## src/rtl/instr_encoder_loader.sv

```systemverilog
// ----------------------------------------------------------------------------
// instr_encoder_loader
//
// Packs ADD / ADDI / BNE field requests into 32-bit RV32I instruction words,
// buffers them in a small FIFO and streams them into instruction memory at
// consecutive word addresses. Serves as the program loader ahead of CPU
// release and as a stimulus source for decoder benches.
//
// Ports
//   clk          in   1           clock, all state on rising edge
//   rst_n        in   1           asynchronous active-low reset
//   start        in   1           begin a load session (IDLE/DONE only)
//   req_valid    in   1           request present
//   req_ready    out  1           request accepted when valid && ready
//   req_op       in   2           00 ADD, 01 ADDI, 10 BNE, 11 illegal
//   req_rd       in   5           destination register (ADD/ADDI)
//   req_rs1      in   5           source register 1
//   req_rs2      in   5           source register 2 (ADD/BNE)
//   req_imm      in   12          ADDI: imm[11:0]; BNE: offset[12:1]
//   req_last     in   1           final request of the session
//   wr_ready     in   1           memory can take a write this cycle
//   wr_en        out  1           instruction memory write strobe
//   wr_addr      out  ADDR_WIDTH  byte address of the write
//   wr_data      out  DATA_WIDTH  encoded instruction (0 when not writing)
//   instr_count  out  ADDR_WIDTH  words written this session
//   done         out  1           session complete, memory image final
//   err          out  1           sticky: illegal op seen this session
//
// States
//   state   | meaning
//   S_IDLE  | after reset, waiting for start
//   S_LOAD  | accepting requests, writing buffered words
//   S_DRAIN | last request taken, flushing the FIFO to memory
//   S_DONE  | image complete, done held until the next start
// ----------------------------------------------------------------------------
module instr_encoder_loader #(
  parameter int DATA_WIDTH = 32,
  parameter int ADDR_WIDTH = 8,
  parameter int FIFO_DEPTH = 4,
  parameter int BASE_ADDR  = 0
) (
  input  logic                  clk,
  input  logic                  rst_n,
  input  logic                  start,
  input  logic                  req_valid,
  output logic                  req_ready,
  input  logic [1:0]            req_op,
  input  logic [4:0]            req_rd,
  input  logic [4:0]            req_rs1,
  input  logic [4:0]            req_rs2,
  input  logic [11:0]           req_imm,
  input  logic                  req_last,
  input  logic                  wr_ready,
  output logic                  wr_en,
  output logic [ADDR_WIDTH-1:0] wr_addr,
  output logic [DATA_WIDTH-1:0] wr_data,
  output logic [ADDR_WIDTH-1:0] instr_count,
  output logic                  done,
  output logic                  err
);

  localparam int PTR_W = $clog2(FIFO_DEPTH);

  localparam logic [1:0] OP_ADD  = 2'b00;
  localparam logic [1:0] OP_ADDI = 2'b01;
  localparam logic [1:0] OP_BNE  = 2'b10;

  localparam logic [6:0] OPC_OP     = 7'b0110011;
  localparam logic [6:0] OPC_OP_IMM = 7'b0010011;
  localparam logic [6:0] OPC_BRANCH = 7'b1100011;

  localparam logic [ADDR_WIDTH-1:0] BASE_C  = ADDR_WIDTH'(BASE_ADDR);
  localparam logic [ADDR_WIDTH-1:0] STEP_C  = ADDR_WIDTH'(4);
  localparam logic [PTR_W:0]        DEPTH_C = (PTR_W + 1)'(FIFO_DEPTH);

  typedef enum logic [1:0] {
    S_IDLE  = 2'd0,
    S_LOAD  = 2'd1,
    S_DRAIN = 2'd2,
    S_DONE  = 2'd3
  } state_t;

  state_t state_q, state_d;

  logic [DATA_WIDTH-1:0] fifo_mem [FIFO_DEPTH];
  logic [PTR_W-1:0]      wptr_q;
  logic [PTR_W-1:0]      rptr_q;
  logic [PTR_W:0]        fifo_count_q;
  logic                  fifo_full;
  logic                  fifo_empty;

  logic [DATA_WIDTH-1:0] enc_word;
  logic                  enc_legal;
  logic                  sess_start;
  logic                  accept;
  logic                  push;
  logic                  pop;

  assign fifo_full  = (fifo_count_q == DEPTH_C);
  assign fifo_empty = (fifo_count_q == '0);

  // --------------------------------------------------------------------------
  // Encoder. BNE takes offset[12:1] in req_imm, so req_imm[11] is offset[12]
  // and req_imm[10] is offset[11] in the B-type bit scatter.
  // --------------------------------------------------------------------------
  always_comb begin
    enc_word  = '0;
    enc_legal = 1'b1;
    case (req_op)
      OP_ADD:  enc_word = {7'b0000000, req_rs2, req_rs1, 3'b000, req_rd, OPC_OP};
      OP_ADDI: enc_word = {req_imm, req_rs1, 3'b000, req_rd, OPC_OP_IMM};
      OP_BNE:  enc_word = {req_imm[11], req_imm[9:4], req_rs2, req_rs1, 3'b001,
                           req_imm[3:0], req_imm[10], OPC_BRANCH};
      default: enc_legal = 1'b0;
    endcase
  end

  // --------------------------------------------------------------------------
  // FSM. req_ready depends only on registered state so the request side has
  // no combinational path from wr_ready.
  // --------------------------------------------------------------------------
  always_ff @(posedge clk or negedge rst_n) begin
    if (!rst_n) state_q <= S_IDLE;
    else        state_q <= state_d;
  end

  always_comb begin
    state_d    = state_q;
    req_ready  = 1'b0;
    sess_start = 1'b0;
    case (state_q)
      S_IDLE, S_DONE: begin
        if (start) begin
          state_d    = S_LOAD;
          sess_start = 1'b1;
        end
      end
      S_LOAD: begin
        req_ready = !fifo_full;
        if (req_valid && !fifo_full && req_last) state_d = S_DRAIN;
      end
      S_DRAIN: begin
        if (fifo_empty) state_d = S_DONE;
      end
      default: state_d = S_IDLE;
    endcase
  end

  assign done   = (state_q == S_DONE);
  assign accept = req_valid && req_ready;
  assign push   = accept && enc_legal;

  // Write side is combinational from wr_ready for single-cycle throughput.
  assign wr_en   = !fifo_empty && wr_ready;
  assign pop     = wr_en;
  assign wr_data = wr_en ? fifo_mem[rptr_q] : '0;

  // --------------------------------------------------------------------------
  // FIFO storage: data only, no reset needed since occupancy gates every read.
  // --------------------------------------------------------------------------
  always_ff @(posedge clk) begin
    if (push) fifo_mem[wptr_q] <= enc_word;
  end

  // --------------------------------------------------------------------------
  // FIFO pointers, write address, word counter and sticky error.
  // Session start wipes everything so a stale image never carries over.
  // --------------------------------------------------------------------------
  always_ff @(posedge clk or negedge rst_n) begin
    if (!rst_n) begin
      wptr_q       <= '0;
      rptr_q       <= '0;
      fifo_count_q <= '0;
      wr_addr      <= BASE_C;
      instr_count  <= '0;
      err          <= 1'b0;
    end else if (sess_start) begin
      wptr_q       <= '0;
      rptr_q       <= '0;
      fifo_count_q <= '0;
      wr_addr      <= BASE_C;
      instr_count  <= '0;
      err          <= 1'b0;
    end else begin
      if (push) wptr_q <= wptr_q + PTR_W'(1);
      if (pop) begin
        rptr_q      <= rptr_q + PTR_W'(1);
        wr_addr     <= wr_addr + STEP_C;
        instr_count <= instr_count + ADDR_WIDTH'(1);
      end
      case ({push, pop})
        2'b10:   fifo_count_q <= fifo_count_q + (PTR_W + 1)'(1);
        2'b01:   fifo_count_q <= fifo_count_q - (PTR_W + 1)'(1);
        default: fifo_count_q <= fifo_count_q;
      endcase
      if (accept && !enc_legal) err <= 1'b1;
    end
  end

endmodule
```

## config.mk

```make
export PLATFORM = sky130hd
export DESIGN_NAME = instr_encoder_loader
export DESIGN_NICKNAME = d
export VERILOG_FILES = /design/src/rtl/instr_encoder_loader.sv
export SDC_FILE = /design/constraint.sdc
export NUM_CORES = 1
export LEC_CHECK = 0
export CAP_MARGIN = 20
export CORE_MARGIN = 1
export CORE_UTILIZATION = 48
export CTS_CLUSTER_DIAMETER = 200
export DETAILED_ROUTE_END_ITERATION = 16
export GPL_ROUTABILITY_DRIVEN = 1
export PLACE_DENSITY = 0.75
export SLEW_MARGIN = 20
export SYNTH_ARGS = -nofsm -noshare
export SYNTH_HDL_FRONTEND = slang
export SYNTH_SLANG_ARGS = --single-unit
export TNS_END_PERCENT = 1
```

## constraint.sdc

```tcl
create_clock -name clk -period 2.4 [get_ports clk]
set_input_delay 0.48 -clock clk [delete_from_list [all_inputs] [get_ports clk]]
set_output_delay 0.48 -clock clk [all_outputs]
set_load 0.03 [all_outputs]
```

Yosys cells after proc, flatten, opt, wreduce, memory -nomap -nowiden
Memories as Yosys holds them, arrays and structs flattened.
Cells that the tools add are included.

cells by class
  reductions and logical operators = 19
  equal/unequal tests = 11
  add/sub/neg operators = 6
  multiplexer cells = 24

operators with widths
  cell                                            number
  one-hot mux 32 bit (3 select lines)             1
  2-to-1 mux 32 bit                               1
  2-to-1 mux 8 bit                                4
  2-to-1 mux 2 bit                                7
  adder 8 x 1 -> 8 bit (second input constant)    1
  adder 8 x 3 -> 8 bit (second input constant)    1
  == test 2 bit (second input constant)           4
  2-to-1 mux 1 bit                                8
  == test 2 x 1 -> 1 bit (second input constant)  3
  logical AND 1 bit                               6
  != test 2 bit (second input constant)           3
  one-hot mux 2 bit (3 select lines)              1
  one-hot mux 3 bit (2 select lines)              1
  nonzero test 2 bit                              3
  adder 2 x 1 -> 2 bit (second input constant)    2
  zero test 2 bit                                 2
  adder 3 x 1 -> 3 bit (second input constant)    1
  == test 3 bit (second input constant)           1
  zero test 1 bit                                 3
  zero test 3 bit                                 1
  2-to-1 mux 3 bit                                1
  AND reduction 3 bit                             1
  nonzero test 3 bit                              1
  OR reduction 3 bit                              1
  other kinds (2)                                 2

word-level totals
  output and inout port bits = 52
  register bits = 26
  memories kept = 1
  logic and storage cells = 68
  RAM bits = 128
  input port bits = 35

memories
  memory    words  bits a word  rd ports  clocked after Yosys merged registers in  write ports  line  source
  fifo_mem  4      32           1         0                                        1            85    logic [DATA_WIDTH-1:0] fifo_mem [FIFO_DEPTH];

Logic depth before layout (Yosys ltp)
Gate-level depths: netlist of the first run.

  depth after elaboration = 8
  depth in mapped cells = 8

Least setup slack after synthesis of the first run
Ideal clock, no wire load.

  kind = register to output
  start point = reg rptr_q[0]
  end point = out wr_data[12]
  data arrival time = 1,889 ps
  cell stages (with the launch flop) = 6
  data required time = 1,920 ps
  path slack = 31 ps
  cell sequence = dfrtp_1 -> buf_2 -> buf_2 -> mux4_2 -> and2_1 -> buf_4

between the ends
  cells in the longest elaborated chain, start to end = 2

ends and longest elaborated chain
  what                    line  source
  from (decl)             87    logic [PTR_W-1:0] rptr_q;
  from (signal assigned)  187   rptr_q <= rptr_q + PTR_W'(1);
  memory (4 x 32 bit)     -
  2-to-1 mux 32 bit       156   assign wr_data = wr_en ? fifo_mem[rptr_q] : '0;
  to (decl)               56    output logic [DATA_WIDTH-1:0] wr_data,

Every way passes these cells.

Final worst setup path of the first run
Same ends and word-level chain as after synthesis.

==> metrics.md, run 1 <==
| Metric | Value |
|---|---|
| Synth Flop Type | `edfxtp_1` |
| Antenna diode instance count | `0` |
| Top post-synthesis cells by count | `104 x edfxtp_1, 39 x and2_1, 26 x mux4_2` |
| CORE AREA | `11000 um^2` |
| Crit-path max FO | `14` |
| Ratio of cells with drive above 1 in the final layout | `26.4%` |
| Count leader, synth | `edfxtp_1` |
| Post-route ant nets | `0` |
| Hold-fix buffers at CTS | `0` |
| Width of the die | `109 um` |
| Fillers | `742` |
| Antenna violations before repair | `0` |
| TritonCTS clock tree | `done` |
| Drt total wl | `11.1 mm` |
| Layout Nets | `489` |
| Starting DRT DRC Count | `151` |
| Worst Skew | `0.00820 ns` |
| Worst vdd ir | `0.000489 V` |
| Worst Setup End Kind | `output port` |
| Sequential area share after synthesis | `67.1%` |
| Total gr overflow | `0` |
| Worst Path Arrival | `1.90 ns` |
| Worst slew pin tran | `0.934 ns` |
| CTS Sinks | `128` |
| Synth area leaders | `edfxtp_1 56%, dfrtp_1 11%, mux4_2 11%, and2_1 4.4%, a22o_1 2.5%` |
| Relative slew slack | `37.5%` |
| Worst EP required | `1.92 ns` |
| Max-cap violations | `0` |
| Hold_ws | `0.433 ns` |
| Gp weighted congestion | `0.755` |
| Post-Syn Area | `5550 um^2` |
| Tmin final | `2.38 ns` |
| GRT Total Usage | `20.4%` |
| Async S/R FF share, synth | `18.8%` |
| Post-CTS Setup Bufs | `0` |
| Met2 Usage GRT | `35.2%` |
| Synth Instances | `337` |
| Fmax | `420 MHz` |
| Crit path kind | `reg -> out` |
| Vias per Instance | `5.43` |
| Run status | `finished, final reports clean` |
| Busiest layer in global routing | `met2` |
| Clock-pin slew on the worst setup and hold paths | `0.05 ns` |
| Fin crit share | `99.2%` |
| Yosys warns | `0` |
| Pwr/cell area | `1080 nW/um^2` |
| Die H | `109 um` |
| Vias in the first global route | `3337` |
| Clock buffer depth | `2` |
| Met1 usage | `24.7%` |
| Wire per inst | `18.7 um` |
| Slew Limit Fails | `0` |
| Synth unique cells | `40` |
| Worst Hold Class | `in -> async` |
| DP HPWL | `6.87 mm` |
| Synthesized flop and latch total | `128` |
| H-Tree Level Count | `4` |
| Drc violations | `0` |
| Syn Area/Cell | `16.5 um^2` |
| Clock root buffer master | `clkbuf_16` |
| Initial Util | `50.3%` |
| Final Setup Violations | `0` |
| Total vias in the final route | `3231` |
| IO Port Bufs | `80` |
| Post-Route Utilization | `65.9%` |
| Critical Path Start Type | `register` |
| Met3 Track Usage GR | `4.68%` |
| RSZ-0062 raised after global routing | `yes` |
| Std-Cell Rows | `38` |
| Synth top area share | `56.3%` |
| Final Hold Vio Count | `0` |
| Area grow syn2layout | `31.2%` |
| First-pass detailed-route iteration total | `4` |
| Skew-Pair Late Insertion Delay | `0.41 ns` |
| First-pass GRT wire length | `17.3 mm` |
| Largest net degree at the start of global routing | `36` |
| Number of synthesized flops with an enable pin | `104` |
| Number of buffers created by CTS | `17` |
| Synth area leader | `edfxtp_1` |
| Leak pwr | `2.68 nW` |
| Die Area | `12000 um^2` |
| I/O Pins | `87` |
==> per-stage QoR <==
stage	area (um^2)	total power [mW]	instances	TNS, ns	setup slack [ns]
2_1_floorplan	5560	4.52	342	0	0.0315
3_3_place_gp	6640	5.35	564	-0.117	-0.117
3_5_place_dp	6640	5.42	564	-0.177	-0.177
4_1_cts	7220	7.83	594	-0.139	-0.0375
5_1_grt	7270	8.21	595	-0.783	-0.0504
6_report	7270	7.85	595	0	0.0192
==> timing repair <==
item                                    CTS  global route
resized for setup                        15             9
endpoints found under the setup margin   14            29
gates cloned                              0             1
pin swaps                                 0             1
==> worst paths after layout <==
| check | from | end | slack (ns) | cells past startpoint |
|---|---|---|---|---|
| setup reg to reg | fifo_count_q[2]$_DFFE_PN0P_ | fifo_count_q[2]$_DFFE_PN0P_ | 0.22 | 6 |
| min in group clk | err$_DFFE_PN0P_ | err$_DFFE_PN0P_ | 0.52 | 2 |
| hold reg to reg | err$_DFFE_PN0P_ | err$_DFFE_PN0P_ | 0.52 | 2 |
| setup / recovery | rptr_q[0]$_DFFE_PN0P_ | wr_data[12] | 0.02 | 4 |
| hold / removal | rst_n | instr_count[6]$_DFFE_PN0P_ | 0.43 | 2 |
| max in group asynchronous | rst_n | fifo_count_q[0]$_DFFE_PN0P_ | 1.70 | 2 |
==> layer usage <==
| metal | part of all wire (%) | vias to the layer above |
|---|---|---|
| met2 | 53 | 106 |
| met5 | 0 | - |
| met1 | 40 | 1630 |
| li1 | - | 1481 |
| met4 | 1.2 | 0 |
| met3 | 5.6 | 14 |
==> cell type report <==
type / instances / area [um^2] / area share [%]
clock buffers: 21 / 440 / 6.06
repair buffers: 105 / 1090 / 15.0
well taps: 140 / 175 / 2.41
multi-input cells: 183 / 1710 / 23.5
clock inverters: 9 / 93.8 / 1.29
inverters: 9 / 38.8 / 0.533
flip-flops and latches: 128 / 3730 / 51.2
==> critical path, stage by stage (launching register included) <==
cell,delay [ns]
dfrtp_2,0.42
buf_12,0.19
mux4_2,0.54
and2_4,0.18
buf_4,0.16
==> cell families after synthesis <==
logic type,count (synthesis),share of synthesized area (%)
DFF,128,67.1
other,1,0.0676
muxes,29,11.1
xor gates and xnor gates,14,2.21
buffers and inverters,31,2.78
AOI/OAI and AO/OA,33,4.99
adders and majority gates,10,2.39
and+or+nand+nor,91,9.30
==> where the power goes <==
group	internal (mW)	total (mW)	switching, mW
registers	2.65	2.83	0.174
logic	1.28	2.69	1.42
clock network	1.50	2.33	0.838
total	5.42	7.85	2.43
==> sequential cells by signal, indices dropped and copies added, names as in the netlist <==
register	flops
fifo_mem	104
instr_count	8
state_q	2
wptr_q	2
fifo_count_q	3
err	1
rptr_q	2
wr_addr	6
==> placed cells by master, fill, tap and decap left out, types with 2 or more instances in the layout <==
master,instances
mux2i_1,2
o21ai_0,4
nor2_1,18
dfrtp_1,22
clkdlybuf4s50_1,50
conb_1,6
bufinv_16,2
buf_4,32
a22o_1,16
dfrtp_2,2
clkinv_1,3
nor3_1,4
and3_1,2
xnor2_1,6
clkinv_2,3
buf_12,9
or3_1,3
and2_1,31
o211ai_1,2
inv_1,8
clkbuf_16,18
buf_6,12
ha_1,9
and2_4,8
a21oi_1,4
edfxtp_1,104
nand4_1,5
nand3_1,2
mux4_2,26
clkbuf_1,4
xor2_1,8
nand2_1,12
No activity file was read; power rests on OpenSTA's default activity.
==> inputs of run 2 (changes only) <==
- CELL_PAD_IN_SITES_DETAIL_PLACEMENT: default -> 0
- CELL_PAD_IN_SITES_GLOBAL_PLACEMENT: default -> 1
- CORE_UTILIZATION: 48 -> 41
- PLACE_DENSITY: 0.75 -> 0.76
==> run 2 against run 1 <==
Compared with the run above: first-iteration DRC count grew 81%; combinational power is essentially flat; power grew 4.2%; largest cell class unchanged.
==> metrics.md, run 2 (synthesized netlist as in run 1, its figures left out) <==
| Metric | Value |
|---|---|
| I/O Pins | `87 (unchanged)` |
| First-pass GRT wire length | `17.5 mm (+1.2%)` |
| Setup ws final | `0.0367 ns (+0.0175 ns)` |
| Total vias in the final route | `3207 (-0.74%)` |
| Skew-Pair Late Insertion Delay | `0.41 ns (about the same)` |
| Slew Limit Fails | `0 (unchanged)` |
| Run status | `finished, final reports clean` |
| Vias per Instance | `5.09 (-6.3%)` |
| GRT Total Usage | `16.9% (-3.5 points)` |
| First-pass detailed-route iteration total | `4 (unchanged)` |
| Area grow syn2layout | `33.8%` |
| Placed inst area | `6720 um^2 (+1.2%)` |
| Antenna violations before repair | `0 (unchanged)` |
| Final Hold Vio Count | `0 (unchanged)` |
| Max-cap violations | `0 (unchanged)` |
| Setup TNS | `0 ns (unchanged)` |
| Drt total wl | `10.7 mm (-3.7%)` |
| Clock root buffer master | `clkbuf_16` |
| TritonCTS clock tree | `done` |
| Relative slew slack | `30.4% (-7.1 points)` |
| Die H | `118 um (+8.0%)` |
| CP Cell Sequence | `buf_12, mux4_2, and2_4, buf_12` |
| Reg area | `3730 um^2 (about the same)` |
| Starting DRT DRC Count | `274 (+81%)` |
| Fmax | `423 MHz (+0.74%)` |
| Largest reg by FF count | `fifo_mem` |
| Worst reg2reg path depth | `7 (+1)` |
| Hold-fix buffers at CTS | `0 (unchanged)` |
| Worst Hold Class | `in -> async` |
| DP HPWL | `6.68 mm (-2.7%)` |
| Largest net degree at the start of global routing | `32 (-11%)` |
| Fin area | `7420 um^2 (+2.0%)` |
| Tmin final | `2.36 ns (-0.0175 ns)` |
| H-Tree Level Count | `4 (unchanged)` |
| Gp weighted congestion | `0.762 (+0.85%)` |
| Worst setup path end | `wr_data[7]` |
| CTS Sinks | `128 (unchanged)` |
| Crit Reg-Reg Endpoint | `fifo_count_q[2]$_DFFE_PN0P_` |
| Crit path depth | `4 (unchanged)` |
| Layout Nets | `487 (-0.41%)` |
| CP Launch Point | `rptr_q[0]$_DFFE_PN0P_` |
| Wire per inst | `17.0 um (-9.0%)` |
| Dpl ws | `-0.158 ns (+0.0195 ns)` |
| Std-Cell Rows | `42 (+11%)` |
| Width of the die | `118 um (+8.0%)` |
| Commonest non-fill, non-tap cells in the layout | `104 x edfxtp_1, 50 x clkdlybuf4s50_1, 31 x and2_1` |
| Worst Skew | `0.00760 ns (-0.000596 ns)` |
| Total gr overflow | `0 (unchanged)` |
| Worst Setup End Kind | `output port` |
| Worst slew pin tran | `1.04 ns (+0.106 ns)` |
| Antenna diode instance count | `0 (unchanged)` |
| Number of buffers created by CTS | `17 (unchanged)` |
| Die Area | `14000 um^2 (+17%)` |
| Drc violations | `0 (unchanged)` |
| Critical Path Start Type | `register` |
| Multi-input gate area | `1710 um^2 (+0.15%)` |
| Placed instance count | `598 (+6.0%)` |
| Slowest-stage cell, CP | `mux4_2` |
| Crit-path max FO | `19 (+5)` |
| RR Startpoint | `fifo_count_q[1]$_DFFE_PN0P_` |
| Flop-to-flop setup slack | `0.11 ns (-0.11 ns)` |
| Worst Path Arrival | `1.88 ns (-0.02 ns)` |
| Pwr/cell area | `1100 nW/um^2 (+2.2%)` |
| CORE AREA | `13200 um^2 (+20%)` |
| CP most frequent cell | `buf_12` |
| Worst vdd ir | `0.000542 V (+11%)` |
| Worst EP required | `1.92 ns (about the same)` |
| Clock-pin slew on the worst setup and hold paths | `0.05 ns (about the same)` |
| Buffers and inverters on the worst path | `2 (unchanged)` |
| Biggest regs | `fifo_mem x104, instr_count x8, wr_addr x6` |
| Cell Count, Final, Fillers Out | `630 (+5.9%)` |
| Max incr delay on CP | `0.55 ns (about the same)` |
| Clock buffer depth | `2 (unchanged)` |
| Fillers | `1016 (+37%)` |
| Leak pwr | `2.71 nW (+1.0%)` |
| Ratio of cells with drive above 1 in the final layout | `27.8% (+1.4 points)` |
| Crit path kind | `reg -> out` |
| IO Port Bufs | `80 (unchanged)` |
| RSZ-0062 raised after global routing | `yes` |
| Vias in the first global route | `3304 (-0.99%)` |
| Max reg flops | `104 (unchanged)` |
| CP delay by family, top | `multiplexers` |
| Post-route ant nets | `0 (unchanged)` |
| Initial Util | `42.0% (-8.2 points)` |
| Fin crit share | `98.5% (-0.73 points)` |
| Final Setup Violations | `0 (unchanged)` |
| Most common cell after layout, fill and taps aside | `edfxtp_1` |
## run 2: changes by cell type in the layout (fill, tap and decap cells not counted), sizes merged
cell	previous run	this run
buf	53	52
clkbuf	22	18
inv	9	11
bufinv	2	4
clkinv	6	5
clkinvlp	1	2
## run 2: area by class of cell
| class | count | share of cell area (%) |
|---|---|---|
| Multi-Input combinational cell | 183 | 23.1 |
| Inverter | 9 | 0.523 |
| Timing Repair Buffer | 103 | 14.9 |
| Sequential cell | 128 | 50.2 |
| Tap cell | 176 | 2.97 |
| Clock buffer | 18 | 5.79 |
| Clock inverter | 13 | 2.53 |
## run 2: metal layers
layer	global-route usage, %	wire length, um	up-vias
li1	-	-	1487
met1	21.6	4580	1612
met2	27.6	5440	93
met3	4.20	565	15
met4	6.81	151	0
met5	0	0	-
## run 2: worst reg2reg max path, cell delays in order (launching register included)
cell	delay, ns
dfrtp_2	0.46
o31ai_4	0.37
buf_4	0.19
a31oi_4	0.04
fa_1	0.43
or3_1	0.38
mux2_2	0.26
o211ai_1	0.07
## run 2: repair_timing
item / 4_1_cts / 5_1_grt
gates resized for setup: 4 / 21
setup buffers: 0 / 1
endpoints found under the setup margin: 29 / 30
pin swaps: 1 / 1
## run 2: stage by stage
step	power (mW)	utilization (%)	hold slack, ns
after floorplan	4.52	-	0.184
after global placement	5.45	51.0	0.504
after detailed placement	5.51	51.0	0.512
after CTS	8.19	55.7	0.431
after global routing	8.57	56.2	0.454
final	8.19	56.2	0.429
## run 2: worst min-delay path by stage
stage / slack, ns / end / start / cells past startpoint
6_report: 0.43 / instr_count[6]$_DFFE_PN0P_ / rst_n / 2
5_1_grt: 0.45 / instr_count[6]$_DFFE_PN0P_ / rst_n / 2
4_1_cts: 0.43 / instr_count[6]$_DFFE_PN0P_ / rst_n / 2
3_5_place_dp: 0.51 / err$_DFFE_PN0P_ / err$_DFFE_PN0P_ / 2
3_3_place_gp: 0.50 / err$_DFFE_PN0P_ / err$_DFFE_PN0P_ / 2
2_1_floorplan: 0.18 / err$_DFFE_PN0P_ / rst_n / 0
## run 2: power by group
part	switching [mW]	internal, mW	total (mW)	leakage [nW]
logic	1.41	1.30	2.72	1.15
clock network	0.925	1.73	2.66	0.294
registers	0.159	2.65	2.81	1.26
